`src/rtl/immediate_fetch_pkg.sv`:
```
// Shared types and widths for the immediate operand fetch unit.
package immediate_fetch_pkg;

  localparam int unsigned BYTE_W = 8;
  localparam int unsigned IMM_W  = 16;

  typedef enum logic [2:0] {
    IDLE   = 3'd0,
    LO_REQ = 3'd1,
    LO_CAP = 3'd2,
    HI_REQ = 3'd3,
    HI_CAP = 3'd4
  } ImmFetchState_t;

  // Upper byte for a single-byte immediate: replicated sign bit or zero.
  function automatic logic [BYTE_W-1:0] ext_hi(input logic [BYTE_W-1:0] b,
                                               input logic sext);
    return sext ? {BYTE_W{b[BYTE_W-1]}} : BYTE_W'(0);
  endfunction

endpackage

```
`src/rtl/immediate_fetch.sv`:
```
// Pulls an 8/16-bit immediate from the prefetch FIFO byte by byte and
// presents it as the ALU b operand.
module immediate_fetch
  import immediate_fetch_pkg::*;
(
  input  logic              clk,
  input  logic              reset_n,
  input  logic              start,
  input  logic              is_8_bit,
  input  logic              sign_extend,
  input  logic              flush,
  input  logic              fifo_empty,
  output logic              fifo_rd_en,
  input  logic [BYTE_W-1:0] fifo_rd_data,
  output logic              busy,
  output logic              complete,
  output logic [IMM_W-1:0]  immediate
);

  ImmFetchState_t    state_q, state_d;
  logic [IMM_W-1:0]  imm_q, imm_d;
  logic              complete_d;
  logic              is8_q, is8_d;
  logic              sext_q, sext_d;

  // State, operand and mode registers.
  always_ff @(posedge clk or negedge reset_n) begin
    if (!reset_n) begin
      state_q  <= IDLE;
      imm_q    <= IMM_W'(0);
      complete <= 1'b0;
      is8_q    <= 1'b0;
      sext_q   <= 1'b0;
    end else begin
      state_q  <= state_d;
      imm_q    <= imm_d;
      complete <= complete_d;
      is8_q    <= is8_d;
      sext_q   <= sext_d;
    end
  end

  // Next-state, FIFO pop and operand assembly; flush overrides everything.
  always_comb begin
    state_d    = state_q;
    imm_d      = imm_q;
    complete_d = 1'b0;
    is8_d      = is8_q;
    sext_d     = sext_q;
    fifo_rd_en = 1'b0;

    if (flush) begin
      state_d = IDLE;
    end else begin
      unique case (state_q)
        IDLE: begin
          if (start) begin
            is8_d   = is_8_bit;
            sext_d  = sign_extend;
            state_d = LO_REQ;
          end
        end
        LO_REQ: begin
          fifo_rd_en = !fifo_empty;
          if (!fifo_empty) state_d = LO_CAP;
        end
        LO_CAP: begin
          imm_d[BYTE_W-1:0] = fifo_rd_data;
          if (is8_q) begin
            imm_d[IMM_W-1:BYTE_W] = ext_hi(fifo_rd_data, sext_q);
            complete_d            = 1'b1;
            state_d               = IDLE;
          end else begin
            // Pop the high byte in the same cycle the low byte lands.
            fifo_rd_en = !fifo_empty;
            state_d    = fifo_empty ? HI_REQ : HI_CAP;
          end
        end
        HI_REQ: begin
          fifo_rd_en = !fifo_empty;
          if (!fifo_empty) state_d = HI_CAP;
        end
        HI_CAP: begin
          imm_d[IMM_W-1:BYTE_W] = fifo_rd_data;
          complete_d            = 1'b1;
          state_d               = IDLE;
        end
        default: state_d = IDLE;
      endcase
    end
  end

  assign busy      = (state_q != IDLE);
  assign immediate = imm_q;

endmodule

```
`config.mk`:
```
export PLATFORM = sky130hd
export DESIGN_NAME = immediate_fetch
export DESIGN_NICKNAME = d
export VERILOG_FILES = /design/src/rtl/immediate_fetch_pkg.sv /design/src/rtl/immediate_fetch.sv
export SDC_FILE = /design/constraint.sdc
export NUM_CORES = 1
export LEC_CHECK = 0
export ABC_CLOCK_PERIOD_IN_PS = 2200
export CORE_UTILIZATION = 30
export DETAILED_ROUTE_END_ITERATION = 12
export GPL_TIMING_DRIVEN = 0
export PLACE_DENSITY_LB_ADDON = 0.1
export SLEW_MARGIN = 20
export SYNTH_ARGS = -nofsm -noshare
export SYNTH_HDL_FRONTEND = slang
export SYNTH_SLANG_ARGS = --single-unit
```
`constraint.sdc`:
```
create_clock -name clk -period 2.2 [get_ports clk]
set_clock_uncertainty 0.05 [all_clocks]
set_input_delay 0.44 -clock clk [delete_from_list [all_inputs] [get_ports clk]]
set_output_delay 0.44 -clock clk [all_outputs]
set_load 0.02 [all_outputs]
```
==> qor.yml, run 1 <==
vias: 701
seq_area_frac_synth_pct: 49.2
p_int_mw: 1.10
p_seq_share_pct: 37.8
reg2reg_from: "state_q[1]"
synthSimpleGateAreaFrac_pct: 11.7
tightest_slew_ps: 675
worstRegToRegCells: 4
critPathLaunchType: "primary input"
worstPathMaxFanout: 4
criticalPathCategory: "in -> out"
grt_max_degree: 23
crit_arrival_ps: 1510
r2r_end: "immediate[10]"
rrSetupSlack_ps: 400
io_pins: 34
setup_ws_ps: 197
ant_nets: 0
cts_tree: "built"
cp-startpoint: "fifo_empty"
clock_path_buffers: 2
ys_types: 25
cp.required_ps: 1710
hold_viol_final: 0
end_kind: "output pin"
ys_seq_elements: 22
synth_top_family_by_area: "multiplexers"
h-tree-depth: 1
cts_sinks: 22
post-dp-hpwl_um: 1470
place.gp.congestion: 0.690
vdd_ir_drop_max_mv: 0.322
synthAdderAreaFrac_pct: 0
die_w_um: 63.1
synth_fp_nets: 89
dr.pass1.iters: 2
gr-total-overflow: 0
start_util_pct: 32.5
area_growth_pct: 41.1
cts_root_buffer: "clkbuf_8"
dr.first_iter.drc_count: 7
rsz0062_at_grt: "no"
diodes: 0
grt_util_all_layers_pct: 11.6
syn_area_per_cell_um2: 15.1
grt_pass1_wl_um: 3510
clk_pin_slew_ps: 80
cts_setup_buffers: 0
powerDensity_nw_per_um2: 975
nNetsFinal: 127
synth_xor_area_share_pct: 0
fill_cells: 324
hp-class: "in -> async"
final_common_cell: "clkdlybuf4s50_1"
drv_slew: 0
seq_area_um2: 551
layout_common_cells: "clkdlybuf4s50_1, dfrtp_1, mux2_4, mux2_2"
leakagePower_nw: 0.722
slew_headroom_pct: 54.8
core_area_um2: 3440
wire_per_inst_um: 12.8
synthMuxAreaShare_pct: 30.2
hold_ws_ps: 84.2
worstSkewPairLatency_ps: 260
swShare_pct: 28.3
run_status: "finished, final reports clean"
synth_compound_area_share_pct: 4.81
yosysWarningCount: 0
drc: 0
io_buffers: 33
p_comb_share_pct: 38.1
syn-instance-count: 74
multiInputGateArea_um2: 528
antenna_found_initial: 0
drive_above_1_share_pct: 35.1
placedCellCount: 153
dieHeight_um: 63.1
drv_cap: 0
grt_pass1_vias: 735
clock_power_share_pct: 24.1
netlist_area_um2: 1120
dieArea_um2: 3980
cts_buffers: 3
vias_per_cell: 4.46
place_ws_ps: -318
wl_um: 2010
setup_viol: 0
period_share_pct: 91.0
p_switching_mw: 0.435
clock.fmax_mhz: 499
rows: 21
post-route-min-period_ps: 2000
fin_cells: 157
-- registers in the layout, indices dropped and copies added, names as in the netlist --
signal     count
complete       1
immediate     16
is8_q          1
sext_q         1
state_q        3
-- cells by family (layout without fill, tap and decap cells) --
kind of cell           Yosys count  in the layout
buffers and inverters            5             42
multiplexers                    25             25
AO/OA/AOI/OAI                    6              6
flip-flops                      22             22
AND/OR/NAND/NOR                 16             16
-- final cells by class --
type / instances / area share (%)
repair buffers: 33 / 20.6
clock inverters: 1 / 1.90
clock buffers: 3 / 2.62
flip-flops and latches: 22 / 34.9
multi-input cells: 47 / 33.5
inverters: 1 / 0.238
well taps: 46 / 3.65
plain buffers: 4 / 2.62
-- per-stage QoR --
step / utilization (%) / total power [mW] / setup TNS, ps / instance area (µm²)
final: 45.8 / 1.54 / 0 / 1580
after global routing: 45.8 / 1.63 / 0 / 1580
after CTS: 45.9 / 1.57 / 0 / 1580
after detailed placement: 43.8 / 1.19 / -830 / 1510
after global placement: 43.8 / 1.18 / -608 / 1510
after floorplan: - / 0.905 / 0 / 1120
-- critical path: stages --
cell	delay [ps]
clkdlybuf4s50_1	470
nor3_2	150
o21a_1	140
dlygate4sd2_1	320
-- power by group through the flow --
stage | combinational (mW) | clock [mW] | sequential, mW
2_1_floorplan | 0.194 | 0 | 0.711
5_1_grt | 0.622 | 0.406 | 0.601
3_3_place_gp | 0.590 | 0 | 0.587
3_5_place_dp | 0.593 | 0 | 0.592
6_report | 0.585 | 0.370 | 0.582
4_1_cts | 0.595 | 0.389 | 0.584
-- cell usage after synthesis --
cell type / n / area [µm²]
and2_1: 1 / 6.26
nor3_1: 2 / 10.0
nand2b_1: 1 / 6.26
nor2_1: 2 / 7.51
nand2_1: 1 / 3.75
buf_6: 3 / 33.8
a31oi_1: 1 / 6.26
a21boi_0: 2 / 15.0
nor2b_1: 1 / 6.26
nor4b_4: 1 / 23.8
nor3b_1: 1 / 7.51
mux2_4: 15 / 225
o21ai_0: 1 / 5.00
or3_1: 1 / 6.26
mux2_2: 10 / 113
nand3_1: 1 / 5.00
and3_1: 1 / 6.26
nand3b_4: 1 / 20.0
buf_4: 1 / 7.51
inv_1: 1 / 3.75
or3b_1: 1 / 8.76
dfrtp_1: 22 / 551
o21a_1: 1 / 7.51
nand2b_4: 1 / 13.8
a211oi_4: 1 / 20.0
-- per-layer routing --
metal,global-route usage [%],vias to the layer above,part of all wire (%)
li1,-,335,-
met1,14.7,343,47
met2,18.8,21,47
met3,1.81,2,4.9
met4,6.10,0,0.94
met5,0,-,0
-- what timing repair did --
item	in CTS	in global routing
setup endpoints to repair	1	1
gates resized for setup	3	1
pin swaps	0	0
hold buffers	0	0
-- how the worst max path moves through the flow --
stage               cells past startpoint       endpoint
global placement                        4     fifo_rd_en
CTS                                     3           busy
global route                            4     fifo_rd_en
detailed placement                      4     fifo_rd_en
finish                                  4     fifo_rd_en
floorplan                               5  immediate[10]
(Power assumes the default switching activity.)
==> inputs of run 2 (changes only) <==
--- a/config.mk
+++ b/config.mk
@@ -9,6 +9,7 @@
 export CORE_UTILIZATION = 30
 export DETAILED_ROUTE_END_ITERATION = 12
 export GPL_TIMING_DRIVEN = 0
+export HOLD_SLACK_MARGIN = 0.06
 export PLACE_DENSITY_LB_ADDON = 0.1
 export SLEW_MARGIN = 20
 export SYNTH_ARGS = -nofsm -noshare
==> results of run 2 <==
Final layout, timing and power as in run 1 (identical DEF).
==> inputs of run 3 (changes only) <==
--- a/config.mk
+++ b/config.mk
@@ -6,6 +6,8 @@
 export NUM_CORES = 1
 export LEC_CHECK = 0
 export ABC_CLOCK_PERIOD_IN_PS = 2200
+export CELL_PAD_IN_SITES_DETAIL_PLACEMENT = 0
+export CELL_PAD_IN_SITES_GLOBAL_PLACEMENT = 1
 export CORE_UTILIZATION = 30
 export DETAILED_ROUTE_END_ITERATION = 12
 export GPL_TIMING_DRIVEN = 0
==> run 3 against run 2 <==
  * Combinational power barely moved
  * Sequential share of layout area is 0.79 points higher
  * Hold slack gained 4.8 ps
  * Die area did not move
  * Maximum frequency decreased by 2.8%
  * Non-clock buffer count did not move
==> qor.yml, run 3 (synthesis gave the netlist of run 1 again) <==
endpoint: "fifo_rd_en"
grt_pass1_wl_um: 3540
nNetsFinal: 127
drc: 0
place.gp.congestion: 0.660
cp-startpoint: "fifo_empty"
dr.pass1.iters: 4
slew_headroom_pct: 53.2
h-tree-depth: 1
p_int_mw: 0.982
p_comb_share_pct: 41.4
largest_reg_flops: 16
post-route-min-period_ps: 2060
critPathLaunchType: "primary input"
path_cells: "clkdlybuf4s50_1 -> nor3_1 -> o21a_1 -> dlygate4sd2_1"
dieArea_um2: 3980
worst_path_dominant_cell_family: "buffers and inverters"
place_area_um2: 1510
diodes: 0
wire_per_inst_um: 12.9
hold_viol_final: 0
clock_power_share_pct: 17.5
crit_arrival_ps: 1570
leakagePower_nw: 0.706
drv_cap: 0
drive_above_1_share_pct: 33.6
worstSkewPairLatency_ps: 260
grt_util_all_layers_pct: 11.5
gr-total-overflow: 0
cts_root_buffer: "clkbuf_8"
dr.first_iter.drc_count: 8
layout_common_cells: "clkdlybuf4s50_1, dfrtp_1, mux2_4, mux2_2"
rrSetupSlack_ps: 380
vias_per_cell: 4.66
end_kind: "output pin"
worstRegToRegCells: 4
worst_path_max_delay_cell: "clkdlybuf4s50_1"
tightest_slew_ps: 699
cp_num_cells: 4
die_w_um: 63.1
final_common_cell: "clkdlybuf4s50_1"
wl_um: 2010
grt_pass1_vias: 703
io_buffers: 33
vdd_ir_drop_max_mv: 0.204
hold_buffers: 0
r2r_end: "immediate[12]"
vias: 727
ant_nets: 0
clk_pin_slew_ps: 80
hp-class: "in -> async"
reg2reg_from: "state_q[1]"
grt_max_degree: 23
period_share_pct: 93.6
p_total_mw: 1.41
cts_buffers: 3
antenna_found_initial: 0
setup_viol: 0
powerDensity_nw_per_um2: 916
area_growth_pct: 37.9
start_util_pct: 32.5
rsz0062_at_grt: "no"
drv_slew: 0
design_area_um2: 1540
post-dp-hpwl_um: 1430
worstPathMaxFanout: 4
final_util_pct: 44.8
cp.required_ps: 1710
run_status: "finished, final reports clean"
dieHeight_um: 63.1
swShare_pct: 30.5
crit_buf_inv: 2
io_pins: 34
clock_path_buffers: 2
cts_tree: "built"
rows: 21
criticalPathCategory: "in -> out"
p_switching_mw: 0.432
p_seq_share_pct: 41.1
fill_cells: 322
cts_sinks: 22
clock.fmax_mhz: 485
core_area_um2: 3440
cpPeakStageDelay_ps: 460
## run 3: layout make-up
class	instances	area, µm²	share of cell area, %
Clock buffer	3	41.3	2.68
Buffer	4	41.3	2.68
Inverter	1	3.75	0.243
Multi-Input combinational cell	47	523	33.9
Sequential cell	22	551	35.7
Timing Repair Buffer	33	325	21.1
Tap cell	46	57.6	3.73
## run 3: power by group through the flow
| stage | combinational (mW) | sequential (mW) | clock (mW) |
|---|---|---|---|
| global route | 0.617 | 0.603 | 0.275 |
| global placement | 0.591 | 0.587 | 0 |
| detailed placement | 0.592 | 0.593 | 0 |
| floorplan | 0.194 | 0.711 | 0 |
| CTS | 0.593 | 0.584 | 0.258 |
| finish | 0.585 | 0.581 | 0.248 |
## run 3: timing repair
item	in CTS	in global routing
resized for setup	2	1
buffers inserted	0	0
endpoints found under the hold margin	0	0
cloned	0	0
endpoints found under the setup margin	1	1
## run 3: worst min path at each step
| stage | startpoint | to | slack, ps | depth (start not counted) |
|---|---|---|---|---|
| 2_1_floorplan | reset_n | complete | 90 | 0 |
| 3_3_place_gp | immediate[3] | immediate[3] | 440 | 1 |
| 3_5_place_dp | immediate[7] | immediate[7] | 440 | 1 |
| 4_1_cts | immediate[1] | immediate[1] | 460 | 1 |
| 5_1_grt | reset_n | immediate[11] | 130 | 1 |
| 6_report | reset_n | immediate[11] | 90 | 1 |
## run 3: worst reg2reg max path, stage by stage, from the launching register on
cell,delay (ps)
dfrtp_1,360
buf_4,170
nand2b_4,150
a211oi_4,630
mux2_4,350
## run 3: metal layers
| metal | wire, µm | track usage [%] | vias up |
|---|---|---|---|
| met5 | 0 | 0 | - |
| met4 | 17 | 4.36 | 0 |
| met3 | 105 | 3.08 | 2 |
| met2 | 966 | 18.1 | 22 |
| met1 | 924 | 14.9 | 367 |
| li1 | - | - | 336 |
## run 3: per-stage QoR
stage	instances	setup WS, ps	hold slack, ps	setup TNS [ps]
after CTS	156	12.8	463	0
after floorplan	74	481	94.4	0
after global routing	156	88.0	127	0
after detailed placement	153	-308	445	-860
after global placement	153	-309	442	-743
final	156	140	89.0	0
